--- src/rtl/sar_adc_pkg.sv ---
// Shared definitions for consumers of the 10-bit SAR ADC core.
package sar_adc_pkg;

    // Result width of the SAR core
    localparam int NOB_DEF = 10;

    typedef enum logic {
        COLLECT = 1'b0,
        COMMIT  = 1'b1
    } avg_state_t;

    // Accumulator width that holds 2^log2_avg full-scale samples without overflow
    function automatic int acc_width(input int nob, input int log2_avg);
        return nob + log2_avg;
    endfunction

endpackage

--- src/rtl/sar_eoc_edge.sv ---
// EOC rising-edge detector: a level EOC held high counts as one sample.
module sar_eoc_edge (
    input  logic clk,
    input  logic rst,
    input  logic en,
    input  logic eoc,
    output logic take
);

    logic eoc_q;

    // Previous-cycle EOC level, tracked regardless of enable
    always_ff @(posedge clk or negedge rst) begin
        if (!rst) eoc_q <= 1'b0;
        else      eoc_q <= eoc;
    end

    assign take = en && eoc && !eoc_q;

endmodule

--- src/rtl/sar_avg_collector.sv ---
// Averages 2^LOG2_AVG SAR conversions and offers the result over valid/ready.
// Optional macro SAR_AVG_ROUND_EN selects round-half-up (saturated) instead of truncation.
module sar_avg_collector
    import sar_adc_pkg::*;
#(
    parameter int NOB      = NOB_DEF,
    parameter int LOG2_AVG = 2
) (
    input  logic                clk,
    input  logic                rst,
    input  logic                en,
    input  logic [NOB-1:0]      adc_data,
    input  logic                adc_eoc,
    output logic [NOB-1:0]      avg_data,
    output logic                avg_valid,
    input  logic                avg_ready,
    output logic [LOG2_AVG-1:0] smp_cnt,
    output logic                overrun,
    input  logic                ovr_clr
);

    localparam int ACC_W = acc_width(NOB, LOG2_AVG);
    localparam logic [LOG2_AVG-1:0] CNT_LAST = '1;
    localparam logic [LOG2_AVG-1:0] CNT_ONE  = LOG2_AVG'(1);

    avg_state_t       state, state_nxt;
    logic             take;
    logic             commit;
    logic [ACC_W-1:0] acc;
    logic [NOB-1:0]   avg_calc;

    sar_eoc_edge u_eoc_edge (
        .clk  (clk),
        .rst  (rst),
        .en   (en),
        .eoc  (adc_eoc),
        .take (take)
    );

    // State register
    always_ff @(posedge clk or negedge rst) begin
        if (!rst) state <= COLLECT;
        else      state <= state_nxt;
    end

    // Next state: COMMIT lasts exactly one cycle after the last sample of a block
    always_comb begin
        state_nxt = COLLECT;
        commit    = (state == COMMIT);
        if (en && take && (smp_cnt == CNT_LAST))
            state_nxt = COMMIT;
    end

    // Accumulator and sample counter; count 0 means "first of block, load".
    // During COMMIT the count has already wrapped, so a new edge starts the next block.
    always_ff @(posedge clk or negedge rst) begin
        if (!rst) begin
            acc     <= '0;
            smp_cnt <= '0;
        end else if (!en) begin
            acc     <= '0;
            smp_cnt <= '0;
        end else if (take) begin
            acc     <= (smp_cnt == '0) ? ACC_W'(adc_data) : acc + ACC_W'(adc_data);
            smp_cnt <= smp_cnt + CNT_ONE;
        end
    end

`ifdef SAR_AVG_ROUND_EN
    localparam logic [ACC_W:0] RND_HALF = (ACC_W+1)'(1) << (LOG2_AVG - 1);
    logic [ACC_W:0]        sum_rnd;
    logic [NOB:0]          avg_wide;
    logic [LOG2_AVG-1:0]   lsb_unused;

    // Round half up, clamp to full scale
    always_comb begin
        sum_rnd    = {1'b0, acc} + RND_HALF;
        avg_wide   = sum_rnd[ACC_W:LOG2_AVG];
        lsb_unused = sum_rnd[LOG2_AVG-1:0];
        avg_calc   = avg_wide[NOB] ? '1 : avg_wide[NOB-1:0];
    end
`else
    logic [LOG2_AVG-1:0] lsb_unused;

    // Truncating divide by 2^LOG2_AVG
    always_comb begin
        avg_calc   = acc[ACC_W-1:LOG2_AVG];
        lsb_unused = acc[LOG2_AVG-1:0];
    end
`endif

    // Output register: load on commit if free or being drained this cycle, else flag overrun
    always_ff @(posedge clk or negedge rst) begin
        if (!rst) begin
            avg_data  <= '0;
            avg_valid <= 1'b0;
            overrun   <= 1'b0;
        end else begin
            if (commit && (!avg_valid || avg_ready)) begin
                avg_data  <= avg_calc;
                avg_valid <= 1'b1;
            end else if (avg_valid && avg_ready) begin
                avg_valid <= 1'b0;
            end
            if (commit && avg_valid && !avg_ready) overrun <= 1'b1;
            else if (ovr_clr)                      overrun <= 1'b0;
        end
    end

endmodule

--- config.mk ---
export PLATFORM = sky130hd
export DESIGN_NAME = sar_avg_collector
export DESIGN_NICKNAME = d
export VERILOG_FILES = /design/src/rtl/sar_adc_pkg.sv /design/src/rtl/sar_eoc_edge.sv /design/src/rtl/sar_avg_collector.sv
export SDC_FILE = /design/constraint.sdc
export NUM_CORES = 1
export LEC_CHECK = 0
export CAP_MARGIN = 0
export CORE_MARGIN = 8
export CORE_UTILIZATION = 35
export DETAILED_ROUTE_END_ITERATION = 10
export PLACE_DENSITY = 0.55
export SLEW_MARGIN = 0
export SYNTH_ARGS = -nofsm -noshare
export SYNTH_HDL_FRONTEND = slang
export SYNTH_SLANG_ARGS = --single-unit
--- constraint.sdc ---
create_clock -name clk -period 2.7 [get_ports clk]
set_clock_uncertainty 0.1 [all_clocks]
set_input_delay 0.54 -clock clk [delete_from_list [all_inputs] [get_ports clk]]
set_output_delay 0.54 -clock clk [all_outputs]
set_load 0.05 [all_outputs]
==> results.ini <==
[clocking]
post_cts_buffers = 0
cts_tree = yes
clk_path_buf_depth = 2
numCtsBuffers = 3
cts_max_level = 1
cts_resized = 0
clk_latency_ns = 0.27
cts_hold_buf = 0
cts-root-buf = clkbuf_8
path_clk_slew_ns = 0.09
clock-sinks = 28

[run]
drv_cap = 0

[timing]
min_period_ns = 2.59
fin_crit_sh_pct = 95.9
maxSlewHeadroom_pct = 66.2
tightest_slew_ns = 0.505
maxSlewViolCount = 0
fmax_mhz = 386
fin_tns_setup_ns = 0
holdWs_ns = 0.387
setup_viol = 0
rsz0062_at_grt = no
hold_viol = 0
finalWorstSetupSlack_ns = 0.112

[synthesis]
syn_inst = 155
synth_compound_area_share_pct = 19.9
synthSimpleGateAreaFrac_pct = 12.3
ys_seq_elements = 28
synth_seq_area_share_pct = 43.6
synthAdderAreaFrac_pct = 10.6
synth.mux.area_fraction_pct = 6.93
synthXorXnorAreaFrac_pct = 2.73
avgSynthCellArea_um2 = 10.4
syn-cell-area_mm2 = 0.00161
ys_types = 41
yosysWarnings = 0
synth_nets = 184
synth_top_family_by_area = compound AO/OA/AOI/OAI gates

[grt]
overflow = 0
grt.total_usage_pct = 10.8
grt_start_max_net_pins = 29
grt_pass1_vias = 1346
grt_pass1_wl_mm = 6.43
antenna_found_initial = 0

[layout]
regArea_um2 = 701
fill_cells = 407
multi_input_area_um2 = 843
fin_util_pct = 46.6
drive_above_1_share_pct = 12.6
fin_nets = 220
diodes = 0
areaGrowthSynthToFinish_pct = 27.3

[route]
routedWlPerCell_um = 15.2
dr.pass1.iters = 4
routed_via_density = 5.30
drt-total-wl_mm = 3.69
route.detailed.drc = 0
ant_nets = 0
vias = 1282
drtIter0Drc = 56

[power_and_ir_drop]
clockPowerShare_pct = 28.6
switching_share_pct = 27.1
switching_power_uw = 244
p_leak_uw = 0.000942
pwr-share-comb_pct = 21.9
internal-power_uw = 654
irDropWorstVdd_mv = 0.212
powerDensity_mw_per_mm2 = 439
seqPwrFrac_pct = 49.5

[die]
num_io_pins = 30
initial_core_util_pct = 36.6
core_mm2 = 0.00438
rows = 24
die_area_mm2 = 0.00701
die_h_um = 83.8
die_w_um = 83.8

[worst_setup_path]
arrival_ns = 2.70
path_max_fanout = 4
critical_path_class = in -> reg
cp-end-kind = flip-flop
cp-start-kind = input pin
worstPathRequired_ns = 2.81

[placement]
io_buffers = 29
dp_slack_ns = -0.204
place.detailed.hpwl_mm = 2.89
routabilityCongestion = 0.809

[run_status]
status = complete, no violations

[min_path]
hold_class = reg -> reg

through the flow:
step | cell area (um2) | total power [uW] | instances
final | 2040 | 898 | 242
after global routing | 2040 | 957 | 242
after CTS | 2040 | 909 | 242
after detailed placement | 1990 | 649 | 238
after global placement | 1990 | 645 | 238
after floorplan | 1610 | 573 | 155
worst max-delay path, stage by stage:
cell	delay, ns
clkdlybuf4s50_1	0.48
ha_1	0.19
inv_1	0.06
fa_1	0.42
nor2b_4	0.14
o31a_1	0.25
o21ai_1	0.11
a2111oi_1	0.38
a31oi_1	0.07
nand2_1	0.07
logic make-up after synthesis:
group / count (synthesis)
xor gates and xnor gates: 5
muxes: 10
and+or+nand+nor: 38
DFF: 28
AOI/OAI and AO/OA: 46
adders and majority gates: 13
buffers and inverters: 15
final timing paths:
check,cells after the start,slack (ns),start,end
setup reg to reg,9,0.45,acc[0]$_DFFE_PN0P_,acc[8]$_DFFE_PN0P_
hold / removal,2,0.39,avg_data[8]$_DFFE_PN0P_,avg_data[8]$_DFFE_PN0P_
hold reg to reg,2,0.39,avg_data[8]$_DFFE_PN0P_,avg_data[8]$_DFFE_PN0P_
max in group asynchronous,2,1.70,rst,avg_data[7]$_DFFE_PN0P_
setup / recovery,10,0.11,adc_data[0],acc[6]$_DFFE_PN0P_
min in group asynchronous,2,0.53,rst,acc[1]$_DFFE_PN0P_
per-layer routing:
metal  vias to the layer above  wire [um]  track usage [%]
met1                       614       1850             14.3
met2                        32       1610             16.4
met3                         5        168             2.05
met4                         0         62             5.02
li1                        631          -                -
met5                         -          0                0
flip-flops by register name (all words and copies together), names as in the netlist:
name and flops:
avg_valid 1, u_eoc_edge.eoc_q 1, overrun 1, acc 12, smp_cnt 2, avg_data 10, commit 1
power by group through the flow:
stage / Clock, uW / Combinational (uW) / Sequential, uW
floorplan: 0 / 114 / 459
global placement: 0 / 192 / 453
detailed placement: 0 / 196 / 453
CTS: 267 / 196 / 445
global route: 291 / 219 / 447
finish: 257 / 197 / 445
cell usage after synthesis:
cell type | count | area, um2
dfrtp_1 | 28 | 701
o21ai_0 | 13 | 65.1
ha_1 | 12 | 150
nand2_1 | 12 | 45.0
inv_1 | 10 | 37.5
mux2_2 | 9 | 101
a21oi_1 | 6 | 30.0
nor2_1 | 6 | 22.5
a22o_1 | 4 | 35.0
a32oi_1 | 4 | 35.0
clkbuf_1 | 4 | 15.0
a211oi_1 | 3 | 22.5
nand3_1 | 3 | 15.0
o21bai_1 | 3 | 22.5
xor2_1 | 3 | 26.3
a21o_1 | 2 | 15.0
and2_1 | 2 | 12.5
and2b_1 | 2 | 15.0
nand2b_1 | 2 | 12.5
nand4_1 | 2 | 12.5
nor3_1 | 2 | 10.0
o21ai_1 | 2 | 10.0
o22ai_1 | 2 | 12.5
xnor2_1 | 2 | 17.5
a2111oi_0 | 1 | 8.76
a21boi_0 | 1 | 7.51
a31oi_1 | 1 | 6.26
a41oi_2 | 1 | 16.3
and3_1 | 1 | 6.26
buf_6 | 1 | 11.3
fa_1 | 1 | 20.0
mux2i_1 | 1 | 10.0
nor2b_1 | 1 | 6.26
nor2b_4 | 1 | 13.8
nor3b_1 | 1 | 7.51
nor4_1 | 1 | 6.26
o21a_1 | 1 | 7.51
o31a_1 | 1 | 8.76
o32ai_2 | 1 | 16.3
or2_2 | 1 | 6.26
or3_1 | 1 | 6.26
cell usage in the layout (no fill, tap or decap), types with 2 or more instances in the layout:
master	n
and2_1	2
a211oi_1	3
nand2b_1	2
clkdlybuf4s50_1	29
xnor2_1	2
nand3_1	3
mux2_2	9
inv_1	10
a22o_1	4
and2b_1	2
o21bai_1	3
dfrtp_1	28
buf_4	7
nand4_1	2
clkbuf_8	4
nand2_1	12
xor2_1	3
nor2_1	6
a21oi_1	6
ha_1	12
o21ai_0	11
o21ai_1	4
a32oi_1	4
a21o_1	2
o22ai_1	2
nor3_1	2
area by class of cell:
type	count	area share [%]
Clock buffer	4	2.69
Inverter	10	1.84
Multi-Input combinational cell	112	41.2
Sequential cell	28	34.3
Tap cell	52	3.18
Timing Repair Buffer	36	16.8
No activity file was read; power rests on OpenSTA's default activity.
